### src/rtl/jt10_adpcma_pkg.sv
// Shared constants and helpers for the time-multiplexed ADPCM-A decoder.
// Output saturation is enabled by defining JT10_ADPCMA_SAT_EN.
package jt10_adpcma_pkg;

  localparam int unsigned STEPW      = 6;
  localparam int unsigned STEP_MAX   = 48;
  localparam int          STEP_DEC   = -1;
  localparam int          STEP_INC4  = 2;
  localparam int          STEP_INC5  = 5;
  localparam int          STEP_INC6  = 7;
  localparam int          STEP_INC7  = 9;
  localparam int unsigned NUM_STAGES = 4;
  localparam int unsigned LUT_AW     = STEPW + 3;
  localparam int unsigned LUT_DW     = 12;

  // Step index adaptation from nibble magnitude, clamped to [0, STEP_MAX]
  function automatic logic [STEPW-1:0] step_next(input logic [STEPW-1:0] step,
                                                 input logic [2:0]       mag);
    int s;
    case (mag)
      3'd4:    s = int'(step) + STEP_INC4;
      3'd5:    s = int'(step) + STEP_INC5;
      3'd6:    s = int'(step) + STEP_INC6;
      3'd7:    s = int'(step) + STEP_INC7;
      default: s = int'(step) + STEP_DEC;
    endcase
    if (s < 0) s = 0;
    else if (s > int'(STEP_MAX)) s = int'(STEP_MAX);
    return STEPW'(s);
  endfunction

  // Clamp a sign-extended sum to the signed range of a sigw-bit accumulator
  function automatic logic signed [16:0] saturate(input logic signed [16:0] v,
                                                  input int unsigned        sigw);
    logic signed [16:0] hi;
    logic signed [16:0] lo;
    hi = (17'sd1 <<< (sigw - 1)) - 17'sd1;
    lo = -hi - 17'sd1;
    if (v > hi) return hi;
    if (v < lo) return lo;
    return v;
  endfunction

endpackage

### src/rtl/jt10_adpcma_lut.sv
// ADPCM-A increment ROM: entry = (2*mag+1)*step_size/8, registered output.
module jt10_adpcma_lut
  import jt10_adpcma_pkg::*;
(
  input  logic              clk,
  input  logic              rst_n,
  input  logic              cen_i,
  input  logic [LUT_AW-1:0] addr_i,
  output logic [LUT_DW-1:0] inc_o
);

  function automatic logic [11:0] step_size(input logic [STEPW-1:0] s);
    case (s)
      6'd0:  return 12'd16;   6'd1:  return 12'd17;   6'd2:  return 12'd19;
      6'd3:  return 12'd21;   6'd4:  return 12'd23;   6'd5:  return 12'd25;
      6'd6:  return 12'd28;   6'd7:  return 12'd31;   6'd8:  return 12'd34;
      6'd9:  return 12'd37;   6'd10: return 12'd41;   6'd11: return 12'd45;
      6'd12: return 12'd50;   6'd13: return 12'd55;   6'd14: return 12'd60;
      6'd15: return 12'd66;   6'd16: return 12'd73;   6'd17: return 12'd80;
      6'd18: return 12'd88;   6'd19: return 12'd97;   6'd20: return 12'd107;
      6'd21: return 12'd118;  6'd22: return 12'd130;  6'd23: return 12'd143;
      6'd24: return 12'd157;  6'd25: return 12'd173;  6'd26: return 12'd190;
      6'd27: return 12'd209;  6'd28: return 12'd230;  6'd29: return 12'd253;
      6'd30: return 12'd279;  6'd31: return 12'd307;  6'd32: return 12'd337;
      6'd33: return 12'd371;  6'd34: return 12'd408;  6'd35: return 12'd449;
      6'd36: return 12'd494;  6'd37: return 12'd544;  6'd38: return 12'd598;
      6'd39: return 12'd658;  6'd40: return 12'd724;  6'd41: return 12'd796;
      6'd42: return 12'd876;  6'd43: return 12'd963;  6'd44: return 12'd1060;
      6'd45: return 12'd1166; 6'd46: return 12'd1282; 6'd47: return 12'd1411;
      6'd48: return 12'd1552;
      default: return 12'd0;
    endcase
  endfunction

  logic [LUT_DW-1:0] inc_d;
  int unsigned       prod;

  always_comb begin
    prod  = 0;
    inc_d = '0;
    prod  = (2 * int'(addr_i[2:0]) + 1) * int'(step_size(addr_i[LUT_AW-1:3]));
    inc_d = LUT_DW'(prod >> 3);
  end

  always_ff @(posedge clk or negedge rst_n) begin
    if (!rst_n)     inc_o <= '0;
    else if (cen_i) inc_o <= inc_d;
  end

endmodule

### src/rtl/jt10_adpcma_mch.sv
// CH-channel time-multiplexed ADPCM-A decoder; channel state circulates in a
// depth-CH register ring. Define JT10_ADPCMA_SAT_EN to saturate instead of wrap.
module jt10_adpcma_mch
  import jt10_adpcma_pkg::*;
#(
  parameter int unsigned CH   = 6,
  parameter int unsigned SIGW = 15,
  parameter int unsigned CHW  = $clog2(CH)
) (
  input  logic               clk,
  input  logic               rst_n,
  input  logic               cen,
  input  logic [3:0]         data,
  input  logic               chon,
  input  logic               kon,
  output logic [CHW-1:0]     ch_cur,
  output logic signed [15:0] pcm,
  output logic [CHW-1:0]     pcm_ch,
  output logic               pcm_vld
);

  localparam int unsigned    DLY     = CH - NUM_STAGES;
  localparam logic [CHW-1:0] CH_LAST = CHW'(CH - 1);

  logic [CHW-1:0]         ch_q, ch_d;
  logic signed [SIGW-1:0] head_x;
  logic [STEPW-1:0]       head_step;

  logic [LUT_AW-1:0]      s1_addr_q, s1_addr_d;
  logic                   s1_sign_q, s1_on_q;
  logic [STEPW-1:0]       s1_step_q, s1_step_d;
  logic signed [SIGW-1:0] s1_x_q, s1_x_d;
  logic [CHW-1:0]         s1_ch_q;

  logic                   s2_sign_q, s2_on_q;
  logic [STEPW-1:0]       s2_step_q;
  logic signed [SIGW-1:0] s2_x_q;
  logic [CHW-1:0]         s2_ch_q;
  logic [LUT_DW-1:0]      lut_inc;

  logic signed [SIGW-1:0] s3_inc_q, s3_inc_d, inc_abs;
  logic                   s3_on_q;
  logic [STEPW-1:0]       s3_step_q;
  logic signed [SIGW-1:0] s3_x_q;
  logic [CHW-1:0]         s3_ch_q;

  logic signed [SIGW-1:0] s4_x_q, s4_x_d, x_sum;
  logic [STEPW-1:0]       s4_step_q;
  logic                   s4_on_q;
  logic [CHW-1:0]         s4_ch_q;
`ifdef JT10_ADPCMA_SAT_EN
  logic signed [SIGW:0]   sum_w;
`endif

  // Stage I: ring head with key-on clear, step adaptation; III/IV arithmetic
  always_comb begin
    logic [STEPW-1:0] step_cur;
    ch_d      = (ch_q == CH_LAST) ? '0 : ch_q + CHW'(1);
    step_cur  = kon ? '0 : head_step;
    s1_x_d    = kon ? '0 : head_x;
    s1_addr_d = {step_cur, data[2:0]};
    s1_step_d = chon ? step_next(step_cur, data[2:0]) : step_cur;
    inc_abs   = SIGW'(lut_inc);
    s3_inc_d  = s2_sign_q ? -inc_abs : inc_abs;
`ifdef JT10_ADPCMA_SAT_EN
    sum_w     = {s3_x_q[SIGW-1], s3_x_q} + {s3_inc_q[SIGW-1], s3_inc_q};
    x_sum     = SIGW'(saturate(17'(sum_w), SIGW));
`else
    x_sum     = s3_x_q + s3_inc_q;
`endif
    s4_x_d    = s3_on_q ? x_sum : s3_x_q;
  end

  jt10_adpcma_lut u_lut (
    .clk    (clk),
    .rst_n  (rst_n),
    .cen_i  (cen),
    .addr_i (s1_addr_q),
    .inc_o  (lut_inc)
  );

  always_ff @(posedge clk or negedge rst_n) begin
    if (!rst_n) begin
      ch_q      <= '0;
      s1_addr_q <= '0; s1_sign_q <= 1'b0; s1_on_q <= 1'b0;
      s1_step_q <= '0; s1_x_q    <= '0;   s1_ch_q <= '0;
      s2_sign_q <= 1'b0; s2_on_q <= 1'b0; s2_step_q <= '0;
      s2_x_q    <= '0;   s2_ch_q <= '0;
      s3_inc_q  <= '0;   s3_on_q <= 1'b0; s3_step_q <= '0;
      s3_x_q    <= '0;   s3_ch_q <= '0;
      s4_x_q    <= '0;   s4_step_q <= '0; s4_on_q <= 1'b0;
      s4_ch_q   <= '0;
    end else if (cen) begin
      ch_q      <= ch_d;
      s1_addr_q <= s1_addr_d; s1_sign_q <= data[3]; s1_on_q <= chon;
      s1_step_q <= s1_step_d; s1_x_q    <= s1_x_d;  s1_ch_q <= ch_q;
      s2_sign_q <= s1_sign_q; s2_on_q <= s1_on_q;   s2_step_q <= s1_step_q;
      s2_x_q    <= s1_x_q;    s2_ch_q <= s1_ch_q;
      s3_inc_q  <= s3_inc_d;  s3_on_q <= s2_on_q;   s3_step_q <= s2_step_q;
      s3_x_q    <= s2_x_q;    s3_ch_q <= s2_ch_q;
      s4_x_q    <= s4_x_d;    s4_step_q <= s3_step_q; s4_on_q <= s3_on_q;
      s4_ch_q   <= s3_ch_q;
    end
  end

  // Remaining ring depth so a channel's result returns exactly CH slots later
  if (DLY == 0) begin : g_nodly
    assign head_x    = s4_x_q;
    assign head_step = s4_step_q;
  end else begin : g_dly
    logic signed [SIGW-1:0] dx_q [DLY];
    logic [STEPW-1:0]       ds_q [DLY];

    always_ff @(posedge clk or negedge rst_n) begin
      if (!rst_n) begin
        for (int i = 0; i < int'(DLY); i++) begin
          dx_q[i] <= '0;
          ds_q[i] <= '0;
        end
      end else if (cen) begin
        dx_q[0] <= s4_x_q;
        ds_q[0] <= s4_step_q;
        for (int i = 1; i < int'(DLY); i++) begin
          dx_q[i] <= dx_q[i-1];
          ds_q[i] <= ds_q[i-1];
        end
      end
    end

    assign head_x    = dx_q[DLY-1];
    assign head_step = ds_q[DLY-1];
  end

  assign ch_cur  = ch_q;
  assign pcm     = 16'(s4_x_q);
  assign pcm_ch  = s4_ch_q;
  assign pcm_vld = s4_on_q;

endmodule

### config.mk
export PLATFORM = sky130hd
export DESIGN_NAME = jt10_adpcma_mch
export DESIGN_NICKNAME = d
export VERILOG_FILES = /design/src/rtl/jt10_adpcma_pkg.sv /design/src/rtl/jt10_adpcma_lut.sv /design/src/rtl/jt10_adpcma_mch.sv
export SDC_FILE = /design/constraint.sdc
export NUM_CORES = 1
export LEC_CHECK = 0
export ABC_AREA = 1
export BUFFER_PORTS_ARGS = -buffer_cell sky130_fd_sc_hd__buf_4
export CAP_MARGIN = 20
export CORE_ASPECT_RATIO = 0.7
export CORE_MARGIN = 2
export CORE_UTILIZATION = 35
export CTS_CLUSTER_DIAMETER = 200
export DETAILED_ROUTE_END_ITERATION = 12
export PLACE_DENSITY_LB_ADDON = 0.2
export SKIP_LAST_GASP = 1
export SLEW_MARGIN = 20
export SYNTH_ARGS = -nofsm -noshare
export SYNTH_HDL_FRONTEND = slang
export SYNTH_SLANG_ARGS = --single-unit
export TNS_END_PERCENT = 1
### constraint.sdc
create_clock -name clk -period 4 [get_ports clk]
set_input_delay 0.6 -clock clk [delete_from_list [all_inputs] [get_ports clk]]
set_output_delay 0.6 -clock clk [all_outputs]
set_load 0.02 [all_outputs]
After elaboration in Yosys (flattened, before gate mapping)
Memory sizes are Yosys's and may differ from the RTL's. Index checks and enable logic that the tools add are counted.

Register bits: 183. Memory bits (read-only): 704. Input bits: 9. Output and inout bits: 23. Logic and storage cells: 53. Memories kept: 1.

$add $sub $neg: 9. $mul: 1. Magnitude comparators: 2. Eq/ne operators: 5. Multiplexer cells: 9.

Memory list: (name not given) (depth 64, width 11, rd ports 1, clocked after Yosys merged registers in 0, write ports 0, line jt10_adpcma_lut.sv:13) `case (s)`.

Operators with widths (count): one-hot mux 32 bit (4 select lines) (1); two-way mux 15 bit (3); greater-than comparator 32 x 7 -> 1 bit, second input constant (1); < comparator 32 x 1 -> 1 bit, second input constant (1); multiplier 32 x 13 -> 15 bit (1); two-way mux 6 bit (4); adder 15 bit (1); equality test 3 bit, second input constant (5); negation 12 -> 15 bit (1); adder 6 x 3 -> 7 bit, second input constant (2); adder 7 x 1 -> 8 bit, second input constant (1); adder 6 x 2 -> 7 bit, second input constant (1); adder 6 x 4 -> 7 bit, second input constant (1); adder 4 x 1 -> 5 bit, second input constant (1); adder 3 x 1 -> 3 bit, second input constant (1); two-way mux 3 bit (1).

Depth between registers and ports, before layout
Gate-level depths: netlist of the first run.

Depth after elaboration: 7. Depth in mapped cells: 26. Gate-level depth less buffers: 26.

Modules after synthesis
A second synthesis of the first run with hierarchy kept.

Cells, all modules: 1376. Area total of the unflattened synthesis: 10582.6 um2.

Modules (own cells, without submodules): jt10_adpcma_mch (instances 1, cells an instance 1002, area an instance 8065.2 um2, sequential area each 4279.1 um2); jt10_adpcma_lut (instances 1, cells an instance 374, area an instance 2517.4 um2, sequential area each 300.3 um2).

Least setup slack after synthesis of the first run
OpenSTA, ideal clock, no wires.

Kind: register -> register. Start: reg s1_addr_q[3]. End: reg u_lut.inc_o[7]. Setup time: 0.132 ns. Arrival time: 4.308 ns. Required time: 3.868 ns. Slack: -0.440 ns. Cell stages (with the launch flop): 23. Buffers on the path: 0. Clock period less this slack: 4.440 ns. Cells stage by stage: dfrtp_1 inv_1 ha_1 nand2_1 inv_1 a21oi_1 a211oi_1 o31ai_2 nand3_1 fa_1 inv_1 ha_1 inv_1 fa_1 inv_1 ha_1 a21oi_1 o21ai_0 a21oi_1 o21ai_0 or2_2 nand3_1 o21ai_0.

Cells in the longest elaborated chain, start to end: 2.

RTL lines: start: declaration (line jt10_adpcma_mch.sv:29) `logic [LUT_AW-1:0] s1_addr_q, s1_addr_d;`; start signal: assignment (line jt10_adpcma_mch.sv:95) `s1_addr_q <= s1_addr_d; s1_sign_q <= data[3]; s1_on_q <= chon;`; memory read (64 x 11 bit); multiplier 32 x 13 -> 15 bit (line jt10_adpcma_lut.sv:41) `prod = (2 * int'(addr_i[2:0]) + 1) * int'(step_size(addr_i[LUT_AW-1:3]));`; end signal: assignment (line jt10_adpcma_lut.sv:47) `else if (cen_i) inc_o <= inc_d;`; end: declaration (line jt10_adpcma_lut.sv:9) `output logic [LUT_DW-1:0] inc_o`.

No other way between the ends. A chain may end at the register's enable or synchronous reset.

Final worst setup path of the first run
Start: reg s1_addr_q[3]. End: reg u_lut.inc_o[11].

Same word-level chain as after synthesis.

==> results of run 1 <==
==> kinds of logic after synthesis <==
family	share of synthesized area (%)
xor gates and xnor gates	1.42
AOI/OAI and AO/OA	12.8
and+or+nand+nor	23.9
buffers and inverters	7.74
DFF	43.7
adders and majority gates	10.4
==> layout by cell type, fill, tap and decap left out, types with 5 or more instances in the layout <==
cell type,instances
dfrtp_1,180
inv_1,151
nor3_1,5
nand3_1,51
o211ai_1,9
clkbuf_16,17
fa_1,19
a21oi_2,6
nand4_1,6
a22oi_1,5
inv_2,10
nor2_2,9
nor2_1,85
buf_4,119
o21ai_0,118
o22ai_1,5
xor2_1,14
o21ai_2,5
ha_1,44
ha_4,7
a21oi_1,51
nand2_1,452
nand2_2,12
o21ai_1,16
==> sequential cells by signal (all words and copies together), names as in the netlist, 6 cells and up <==
register	flops
g_dly.ds_q	6
g_dly.dx_q	15
head_step	6
head_x	15
s1_addr_q	9
s1_step_q	6
s1_x_q	15
s2_step_q	6
s2_x_q	15
s3_inc_q	15
s3_step_q	6
s3_x_q	15
s4_step_q	6
s4_x_q	15
u_lut.inc_o	12
==> critical path: stages, from the launching register on <==
cell	delay [ps]
dfrtp_2	440
inv_4	110
ha_4	220
nand2_2	70
inv_2	50
a21oi_4	140
a211oi_2	90
o31ai_2	270
buf_4	200
nand3_2	80
fa_1	520
inv_1	40
ha_1	260
inv_1	40
fa_1	480
inv_2	50
ha_4	250
a21oi_4	160
nand2_2	110
nand3_2	80
nand4_1	90
or2_4	240
nand3_1	60
o21ai_1	70
==> cell usage after synthesis (2+ instances only) <==
| master | instances |
|---|---|
| a211oi_1 | 3 |
| a21o_1 | 2 |
| a21oi_1 | 60 |
| a22oi_1 | 5 |
| a31oi_1 | 4 |
| buf_1 | 3 |
| buf_2 | 4 |
| buf_4 | 3 |
| clkbuf_1 | 37 |
| dfrtp_1 | 183 |
| fa_1 | 21 |
| ha_1 | 54 |
| inv_1 | 157 |
| inv_2 | 8 |
| nand2_1 | 462 |
| nand2_2 | 2 |
| nand3_1 | 55 |
| nand4_1 | 6 |
| nor2_1 | 92 |
| nor2_2 | 3 |
| nor3_1 | 6 |
| o211ai_1 | 9 |
| o21a_1 | 3 |
| o21ai_0 | 129 |
| o21ai_1 | 10 |
| o21bai_1 | 3 |
| o221ai_1 | 2 |
| o22ai_1 | 6 |
| o31ai_1 | 3 |
| or2_2 | 4 |
| xnor2_1 | 3 |
| xor2_1 | 14 |
==> per-layer routing <==
layer / vias to the layer above / part of all wire, % / routed length, um
met5: - / 0 / 0
met4: 0 / 1.0 / 270
met3: 16 / 4.6 / 1220
met2: 150 / 39 / 10300
met1: 4282 / 55 / 14700
li1: 4545 / - / -
==> where the power goes <==
group | total, mW | internal, mW | switching [mW]
clock | 1.74 | 0.958 | 0.780
combinational | 2.12 | 0.868 | 1.26
sequential | 2.50 | 2.24 | 0.262
==> per-stage QoR <==
stage	power, mW	area [sq um]	worst slack [ps]
2_1_floorplan	3.77	10600	-40.3
3_5_place_dp	4.53	11800	-352
6_report	6.36	12700	-281
3_3_place_gp	4.51	11800	-376
5_1_grt	6.84	12700	-476
4_1_cts	6.40	12600	-169
==> path summary, 6_finish.rpt <==
path                              start  slack, ps               to  depth (start not counted)
setup / recovery           s1_addr_q[3]       -280  u_lut.inc_o[11]                         23
hold / removal                    rst_n        190       s4_x_q[14]                          1
setup reg to reg           s1_addr_q[3]       -280  u_lut.inc_o[11]                         23
hold reg to reg            s3_step_q[4]        470     s3_step_q[4]                          2
max in group asynchronous         rst_n       2900          s3_on_q                          2
min in group clk                data[3]        380        s1_sign_q                          3
==> what timing repair did <==
| item | 4_1_cts | 5_1_grt |
|---|---|---|
| pin swaps | 25 | 5 |
| setup buffers | 4 | 0 |
| resized for setup | 44 | 14 |
| endpoints found under the setup margin | 9 | 11 |
==> area by class of cell <==
type	count	area (sq um)
timing repair buffer	125	998
clock buffer	19	443
tap	378	473
fill	2943	16600
sequential	183	4580
inverter	165	629
multi-input combinational	971	5360
clock inverter	13	161
==> flow_summary_export.csv, run 1 <==
group,metric,value,unit
global_routing,grt_overflow,0,
clocking,cts_max_level,4,
final_layout,stdcell_count,1854,
sta,slew_headroom,40.6,%
synthesis,synth_area_leader_cell,"dfrtp_1",
global_routing,antenna_found_initial,0,
floorplan,core_area,0.0292,sq mm
synthesis,yosysWarnings,0,
sta,setup_viol,9,
clocking,cts_tree,"yes",
setup_path,crit_arrival,4580,ps
detailed_routing,postRouteAntennaNets,0,
clocking,clock_sinks,183,
place,dp_hpwl,19.3,mm
floorplan,dieArea,0.0314,sq mm
detailed_routing,drc,0,
sta,post-route-min-period,4280,ps
detailed_routing,routed-via-count,8993,
sta,setup_ws,-281,ps
clocking,path_clk_slew,70,ps
flow_run,cap_viol_max_count,0,
synthesis,synth_nets,1450,
setup_path,start_kind,"register",
detailed_routing,drtIter0Drc,733,
sta,fin_skew,12.0,ps
final_layout,diodes,0,
sta,max_freq,234,MHz
sta,rsz0062_at_grt,"yes",
synthesis,yosysSeqAreaShare,43.7,%
global_routing,grt_pass1_vias,8583,
global_routing,busiest_layer,"met1",
power_and_ir_drop,leakage,6.41,nW
final_layout,postLayoutCoreUtil,43.3,%
final_layout,final_layout_size_suffix_gt1_share,16.0,%
synthesis,synthArstFlopShare,100,%
final_layout,nNetsFinal,1547,
floorplan,die_w,211,um
detailed_routing,vias_per_cell,4.85,
sta,setup_tns,-1890,ps
place,place.gp.congestion,0.941,
floorplan,rows,52,
min_path,hold_class,"in -> async",
clocking,holdBufCountCts,0,
sta,post-route-period-util,107,%
clocking,clockBufferDepth,2,
synthesis,synth_cell_types,42,
sta,hold_viol,0,
final_layout,synthToLayoutAreaGrowth,20.6,%
global_routing,grt_pass1_wl,44.9,mm
setup_path,worstSetupPathType,"reg -> reg",
global_routing,grt_max_degree,92,
sta,slew_violations,0,
detailed_routing,post_drt_wl_per_cell,14.3,um
sta,fin_hold_ws,188,ps
detailed_routing,drt-total-wl,26.5,mm
synthesis,synthTopCellsByArea,"dfrtp_1 44%, nand2_1 17%, ha_1 6.4%",
setup_path,required,4300,ps
setup_path,end_kind,"register",
synthesis,synth_seq_cells,183,
synthesis,synth_top_area_share,43.7,%
synthesis,avgSynthCellArea,7.68,sq um
run_status,violations,"setup timing",
detailed_routing,firstDrtPassIters,5,
setup_path,crit_path_max_fanout,5,
clocking,cts_made_buffers,17,
floorplan,die_h,149,um
synthesis,synthesis.area,0.0105,sq mm
global_routing,met2_usage,24.6,%
floorplan,ios,32,
power_and_ir_drop,ir_worst_vdd,0.291,mV
clocking,root_buffer,"clkbuf_16",
synthesis,syn-instance-count,1366,
run_status,outcome,"complete, but fails checks",
global_routing,met1_usage,28.5,%
synthesis,synth_edf_count,0,
floorplan,initial_core_util,35.9,%
synthesis,ys.flop_type,"dfrtp_1",
place,io_buffers,31,
place,dp.cells,1818,
sta,worstMarginPinSlew,889,ps
global_routing,track_usage,18.0,%
clocking,clkLatencyLatePin,440,ps
global_routing,grtUsageMet3,3.81,%
power_and_ir_drop,powerDensity,503,mW/mm^2
Note: power is estimated with default switching activity, not from simulation.
==> run 2: changes to the inputs <==
--- a/config.mk
+++ b/config.mk
@@ -8,7 +8,7 @@
 export ABC_AREA = 1
 export BUFFER_PORTS_ARGS = -buffer_cell sky130_fd_sc_hd__buf_4
 export CAP_MARGIN = 20
-export CORE_ASPECT_RATIO = 0.7
+export CORE_ASPECT_RATIO = 1.1
 export CORE_MARGIN = 2
 export CORE_UTILIZATION = 35
 export CTS_CLUSTER_DIAMETER = 200
==> run 2 against run 1 <==
  * The flow still finishes with violations (setup timing)
  * Via count decreased by 0.82%
  * Core utilization fell by 0.78 points
  * Hold slack better by 33 ps
  * Worst setup slack gained 55 ps
  * Combinational power is essentially flat
  * Register-to-register slack better by 50 ps
  * Fmax is 1.3% higher
  * Critical path depth down 2
  * Clock skew fell by 1.0 ps
  * Final cell count decreased by 0.11%
  * Final area down 0.61%
  * Total power down 1.3%
  * Critical path type unchanged
==> flow_summary_export.csv, run 2 (same netlist as run 1, synthesis figures left out) <==
group,metric,value,unit
run_status,outcome,"complete, but fails checks",
run_status,violations,"setup timing",
global_routing,grt_max_degree,89,
setup_path,cp_slowest_cell,"fa_1",
power_and_ir_drop,report.power.total,6.27,mW
place,io_buffers,31,
clocking,root_buffer,"clkbuf_16",
sta,hold_viol,0,
sta,rsz0062_at_grt,"yes",
clocking,clock_sinks,183,
floorplan,initial_core_util,35.5,%
clocking,holdBufCountCts,0,
setup_path,path_delay_family,"adder cells",
power_and_ir_drop,powerDensity,499,mW/mm^2
clocking,cts_tree,"yes",
place,place.gp.congestion,0.886,
final_layout,layout_commonest_cell,"nand2_1",
sta,worstMarginPinSlew,993,ps
detailed_routing,routed-via-count,8919,
clocking,cts_made_buffers,17,
final_layout,postLayoutCoreUtil,42.5,%
setup_path,end_kind,"register",
sta,slew_headroom,33.7,%
sta,max_freq,237,MHz
detailed_routing,met3RoutedLength,704,um
sta,post-route-min-period,4230,ps
final_layout,multi_input_area,0.00532,sq mm
detailed_routing,drc,0,
final_layout,fill_cells,3060,
min_path,hold_class,"in -> async",
setup_path,start_kind,"register",
floorplan,die_h,186,um
final_layout,ff_latch_area,0.00458,sq mm
clocking,path_clk_slew,80,ps
floorplan,die_w,169,um
global_routing,grt_pass1_wl,44.2,mm
global_routing,grt_overflow,0,
floorplan,core_area,0.0296,sq mm
detailed_routing,met2_length,12.8,mm
clocking,cts_max_level,4,
setup_path,required,4290,ps
setup_path,worstSetupPathType,"reg -> reg",
detailed_routing,drtIter0Drc,494,
sta,post-route-period-util,106,%
flow_run,cap_viol_max_count,0,
clocking,clkLatencyLatePin,430,ps
power_and_ir_drop,ir_worst_vdd,0.323,mV
clocking,clockBufferDepth,2,
floorplan,dieArea,0.0314,sq mm
sta,setup_tns,-1110,ps
setup_path,crit_arrival,4520,ps
sta,slew_violations,0,
sta,setup_viol,8,
detailed_routing,wl_met1,11.9,mm
sta,setup_ws,-227,ps
place,dp_hpwl,18.9,mm
final_layout,mostFrequentLayoutCells,"452 x nand2_1, 181 x dfrtp_1, 151 x inv_1",
global_routing,antenna_found_initial,0,
detailed_routing,post_drt_wl_per_cell,14.0,um
final_layout,synthToLayoutAreaGrowth,19.9,%
detailed_routing,firstDrtPassIters,4,
setup_path,worstPathCellList,"buf_4, ha_2, a211oi_2, a211oi_1, o21ai_1, nand2_2, buf_6, fa_1, inv_1, ha_1, inv_1, fa_1, inv_2, ha_4, a21oi_4, nand2_2, nand3_1, nand4_1, or2_4, nand3_1, o21ai_1",
detailed_routing,drt-total-wl,26.0,mm
floorplan,ios,32,
setup_path,cp_slowest_stage_delay,520,ps
detailed_routing,postRouteAntennaNets,0,
final_layout,nNetsFinal,1548,
global_routing,grt_pass1_vias,8781,
sta,fin_skew,11.0,ps
detailed_routing,vias_per_cell,4.82,
floorplan,rows,66,
setup_path,crit_path_max_fanout,5,
final_layout,final_layout_size_suffix_gt1_share,15.5,%
global_routing,track_usage,17.5,%
setup_path,critPathBufInv,5,
power_and_ir_drop,leakage,6.41,nW
detailed_routing,highest_layer,"met4",
-- run 2: cell types whose count changed in the layout (fill, tap and decap cells not counted), sizes merged --
cell      delta
clkinv       +1
clkinvlp     -2
clkbuf       -1
diode        +1
buf          +1
inv          +3
bufinv       -1
-- run 2: cell type report --
| class | instances | share of cell area, % |
|---|---|---|
| multi-input combinational | 971 | 42.3 |
| sequential | 183 | 36.4 |
| timing repair buffer | 126 | 7.93 |
| inverter | 165 | 4.99 |
| tap | 374 | 3.72 |
| clock buffer | 18 | 3.41 |
| clock inverter | 14 | 1.20 |
| antenna | 1 | 0.0199 |
-- run 2: per-stage QoR --
stage	cells	instance area, sq um	hold slack, ps	setup slack (ps)
floorplan	1366	10600	304	-40.3
global placement	1814	11800	454	-329
detailed placement	1814	11800	458	-333
CTS	1849	12400	248	-226
global route	1851	12600	258	-423
finish	1852	12600	221	-227
-- run 2: routing by layer --
metal / global-route usage [%] / up-vias
met5: 0 / -
met4: 5.68 / 0
met3: 2.91 / 43
met2: 30.4 / 126
met1: 22.2 / 4209
li1: - / 4541
-- run 2: path summary, 6_finish.rpt --
check,from,to,slack [ps],depth (start not counted)
max,s1_addr_q[4],u_lut.inc_o[11],-230,21
min,rst_n,head_x[3],220,1
max reg2reg,s1_addr_q[4],u_lut.inc_o[11],-230,21
min reg2reg,s2_x_q[12],s2_x_q[12],470,2
max in group asynchronous,rst_n,s1_addr_q[4],2880,2
min in group clk,data[3],s1_sign_q,390,3
-- run 2: what timing repair did --
action                                  in CTS  in global routing
hold endpoints to repair                     0                  0
resized for setup                           15                 33
endpoints found under the setup margin       9                 10
pin swaps                                   14                  9
cloned                                       0                  0
setup buffers                                3                  2
-- run 2: report_power, final --
group	internal (mW)	switching [mW]
Combinational	0.874	1.22
Sequential	2.24	0.262
Clock	0.887	0.794
==> run 3: changes to the inputs <==
--- a/config.mk
+++ b/config.mk
@@ -12,11 +12,13 @@
 export CORE_MARGIN = 2
 export CORE_UTILIZATION = 35
 export CTS_CLUSTER_DIAMETER = 200
+export CTS_CLUSTER_SIZE = 14
 export DETAILED_ROUTE_END_ITERATION = 12
 export PLACE_DENSITY_LB_ADDON = 0.2
 export SKIP_LAST_GASP = 1
 export SLEW_MARGIN = 20
 export SYNTH_ARGS = -nofsm -noshare
 export SYNTH_HDL_FRONTEND = slang
+export SYNTH_HIERARCHICAL = 1
 export SYNTH_SLANG_ARGS = --single-unit
 export TNS_END_PERCENT = 1
==> run 3 against run 2 <==
  * The run still ends with setup timing left
  * Count of clock-buffer cells in the layout rose by 2
  * Critical path depth rose by 2
  * Core utilization barely moved
  * Largest cell class unchanged
  * Synthesized area rose by 0.89%
  * Clock power rose by 12%
  * Non-clock buffer count fell by 10
  * Total power rose by 3.1%
  * Largest power group unchanged
==> flow_summary_export.csv, run 3 <==
group,metric,value,unit
clocking,cts_max_level,4,
global_routing,grt_pass1_vias,9118,
synthesis,synthesis.area,0.0106,sq mm
setup_path,crit_arrival,4560,ps
power_and_ir_drop,leakage,6.54,nW
synthesis,synth_common_cells,"458 x nand2_1, 183 x dfrtp_1, 155 x inv_1, 131 x o21ai_0, 95 x nor2_1",
clocking,clkLatencyLatePin,430,ps
synthesis,synth_top_area_share,43.3,%
synthesis,syn-instance-count,1376,
setup_path,cp_slowest_cell,"fa_1",
final_layout,mostFrequentLayoutCells,"456 x nand2_1, 181 x dfrtp_1, 151 x inv_1",
place,dp_hpwl,18.4,mm
sta,hold_viol,0,
synthesis,synthTopCellsByArea,"dfrtp_1 43%, nand2_1 16%, ha_1 6.7%",
place,io_buffers,31,
setup_path,end_kind,"register",
place,place.gp.congestion,0.850,
setup_path,crit_path_max_fanout,5,
final_layout,diodes,0,
floorplan,initial_core_util,35.7,%
synthesis,ys.flop_type,"dfrtp_1",
sta,rsz0062_at_grt,"yes",
final_layout,final_layout_size_suffix_gt1_share,13.8,%
final_layout,stdcell_count,1848,
synthesis,yosysSeqAreaShare,43.3,%
clocking,clock_sinks,183,
detailed_routing,routed-via-count,8894,
place,dp.cells,1808,
floorplan,die_w,170,um
min_path,hold_class,"in -> async",
sta,slew_violations,0,
sta,fin_skew,10.3,ps
clocking,root_buffer,"clkbuf_16",
clocking,path_clk_slew,70,ps
synthesis,synth_seq_cells,183,
setup_path,cp_slowest_stage_delay,560,ps
synthesis,yosysWarnings,6,
floorplan,core_area,0.0296,sq mm
final_layout,nNetsFinal,1547,
setup_path,worstPathCellList,"inv_4, ha_4, nand2_2, inv_2, a21oi_2, inv_1, o21ai_1, a21oi_1, o21ai_1, nand2_1, buf_6, nor2_1, ha_2, fa_1, fa_1, ha_4, buf_4, nand2_1, nor2_2, a21oi_2, o21bai_1, or2_4, a31oi_1",
floorplan,die_h,186,um
final_layout,synthToLayoutAreaGrowth,19.0,%
run_status,violations,"setup timing",
run_status,outcome,"complete, but fails checks",
sta,setup_viol,8,
sta,post-route-min-period,4210,ps
clocking,cts_tree,"yes",
setup_path,start_kind,"register",
sta,max_freq,237,MHz
global_routing,grt_overflow,0,
synthesis,yosysMostFrequentCell,"nand2_1",
sta,worstMarginPinSlew,739,ps
synthesis,synth_edf_count,0,
clocking,holdBufCountCts,0,
power_and_ir_drop,report.power.total,6.47,mW
detailed_routing,firstDrtPassIters,5,
global_routing,grt_max_degree,107,
sta,setup_tns,-1290,ps
global_routing,track_usage,16.8,%
final_layout,layout_commonest_cell,"nand2_1",
clocking,clockBufferDepth,2,
floorplan,ios,32,
sta,setup_ws,-211,ps
synthesis,synth_nets,1462,
flow_run,cap_viol_max_count,0,
setup_path,critPathBufInv,5,
detailed_routing,postRouteAntennaNets,0,
detailed_routing,post_drt_wl_per_cell,13.7,um
sta,slew_headroom,50.7,%
power_and_ir_drop,powerDensity,514,mW/mm^2
global_routing,grt_pass1_wl,43.9,mm
synthesis,synthArstFlopShare,100,%
place,place_ws,-306,ps
power_and_ir_drop,ir_worst_vdd,0.301,mV
detailed_routing,drtIter0Drc,529,
clocking,cts_made_buffers,17,
setup_path,worstSetupPathType,"reg -> reg",
floorplan,rows,66,
synthesis,avgSynthCellArea,7.69,sq um
floorplan,dieArea,0.0316,sq mm
final_layout,postLayoutCoreUtil,42.5,%
sta,post-route-period-util,105,%
synthesis,synth_area_leader_cell,"dfrtp_1",
global_routing,antenna_found_initial,0,
setup_path,path_delay_family,"adder cells",
synthesis,synth_cell_types,40,
detailed_routing,vias_per_cell,4.81,
setup_path,required,4350,ps
detailed_routing,drc,0,
detailed_routing,drt-total-wl,25.3,mm
==> run 3: cell types whose count changed in the layout (fill, tap and decap cells not counted), moves of 5 or more <==
cell | before | now
nand3_1 | 55 | 69
buf_4 | 120 | 108
o21ai_0 | 119 | 128
o21ai_1 | 16 | 7
ha_1 | 44 | 50
a22oi_1 | 5 | 0
inv_6 | 7 | 2
nand2_2 | 12 | 7
nor3_1 | 4 | 9
==> run 3: layout make-up <==
class,count,area (sq um)
Clock buffer,20,447
Clock inverter,12,214
Fill cell,3075,17100
Inverter,163,619
Multi-Input combinational cell,980,5320
Sequential cell,183,4580
Tap cell,374,468
Timing Repair Buffer,116,947
==> run 3: worst paths after layout <==
check,end,cells past startpoint,slack (ps),startpoint
min reg2reg,s2_x_q[14],2,460,s1_x_q[14]
max reg2reg,u_lut/inc_o[9],23,-210,s1_addr_q[3]
max,u_lut/inc_o[9],23,-210,s1_addr_q[3]
min,head_x[10],1,200,rst_n
max in group asynchronous,s1_x_q[14],2,2900,rst_n
min in group clk,s1_sign_q,3,410,data[3]
==> run 3: metrics by stage <==
| stage | area (sq um) | hold slack [ps] |
|---|---|---|
| after floorplan | 10600 | 304 |
| final | 12600 | 203 |
| after global placement | 11800 | 453 |
| after global routing | 12600 | 261 |
| after detailed placement | 11800 | 458 |
| after CTS | 12500 | 248 |
==> run 3: routing by layer <==
metal | routed length [um] | vias up | share of wire [%] | track usage (%)
met5 | 0 | - | 0 | 0
met4 | 458 | 0 | 1.8 | 4.90
met3 | 501 | 27 | 2.0 | 2.55
met2 | 12400 | 89 | 49 | 29.5
met1 | 11900 | 4247 | 47 | 21.4
li1 | - | 4531 | - | -
==> run 3: cells by family after synthesis <==
logic type                 count (synthesis)  share of synthesized area [%]
xor gates and xnor gates                  19                           1.57
AOI/OAI and AO/OA                        230                           11.8
buffers and inverters                    213                           7.85
DFF                                      183                           43.3
adders and majority gates                 77                           10.5
and+or+nand+nor                          654                           25.0
==> run 3: repair_timing <==
item | 4_1_cts | 5_1_grt
pin swaps | 10 | 10
gates cloned | 0 | 0
hold endpoints to repair | 0 | 0
gates resized for setup | 9 | 16
setup buffers | 6 | 2
endpoints found under the setup margin | 9 | 11
==> run 3: power breakdown <==
| part | leakage (nW) | internal, mW | switching (mW) |
|---|---|---|---|
| combinational | 3.83 | 0.903 | 1.22 |
| clock | 0.321 | 1.14 | 0.736 |
| sequential | 2.39 | 2.22 | 0.246 |
| total | 6.54 | 4.26 | 2.21 |
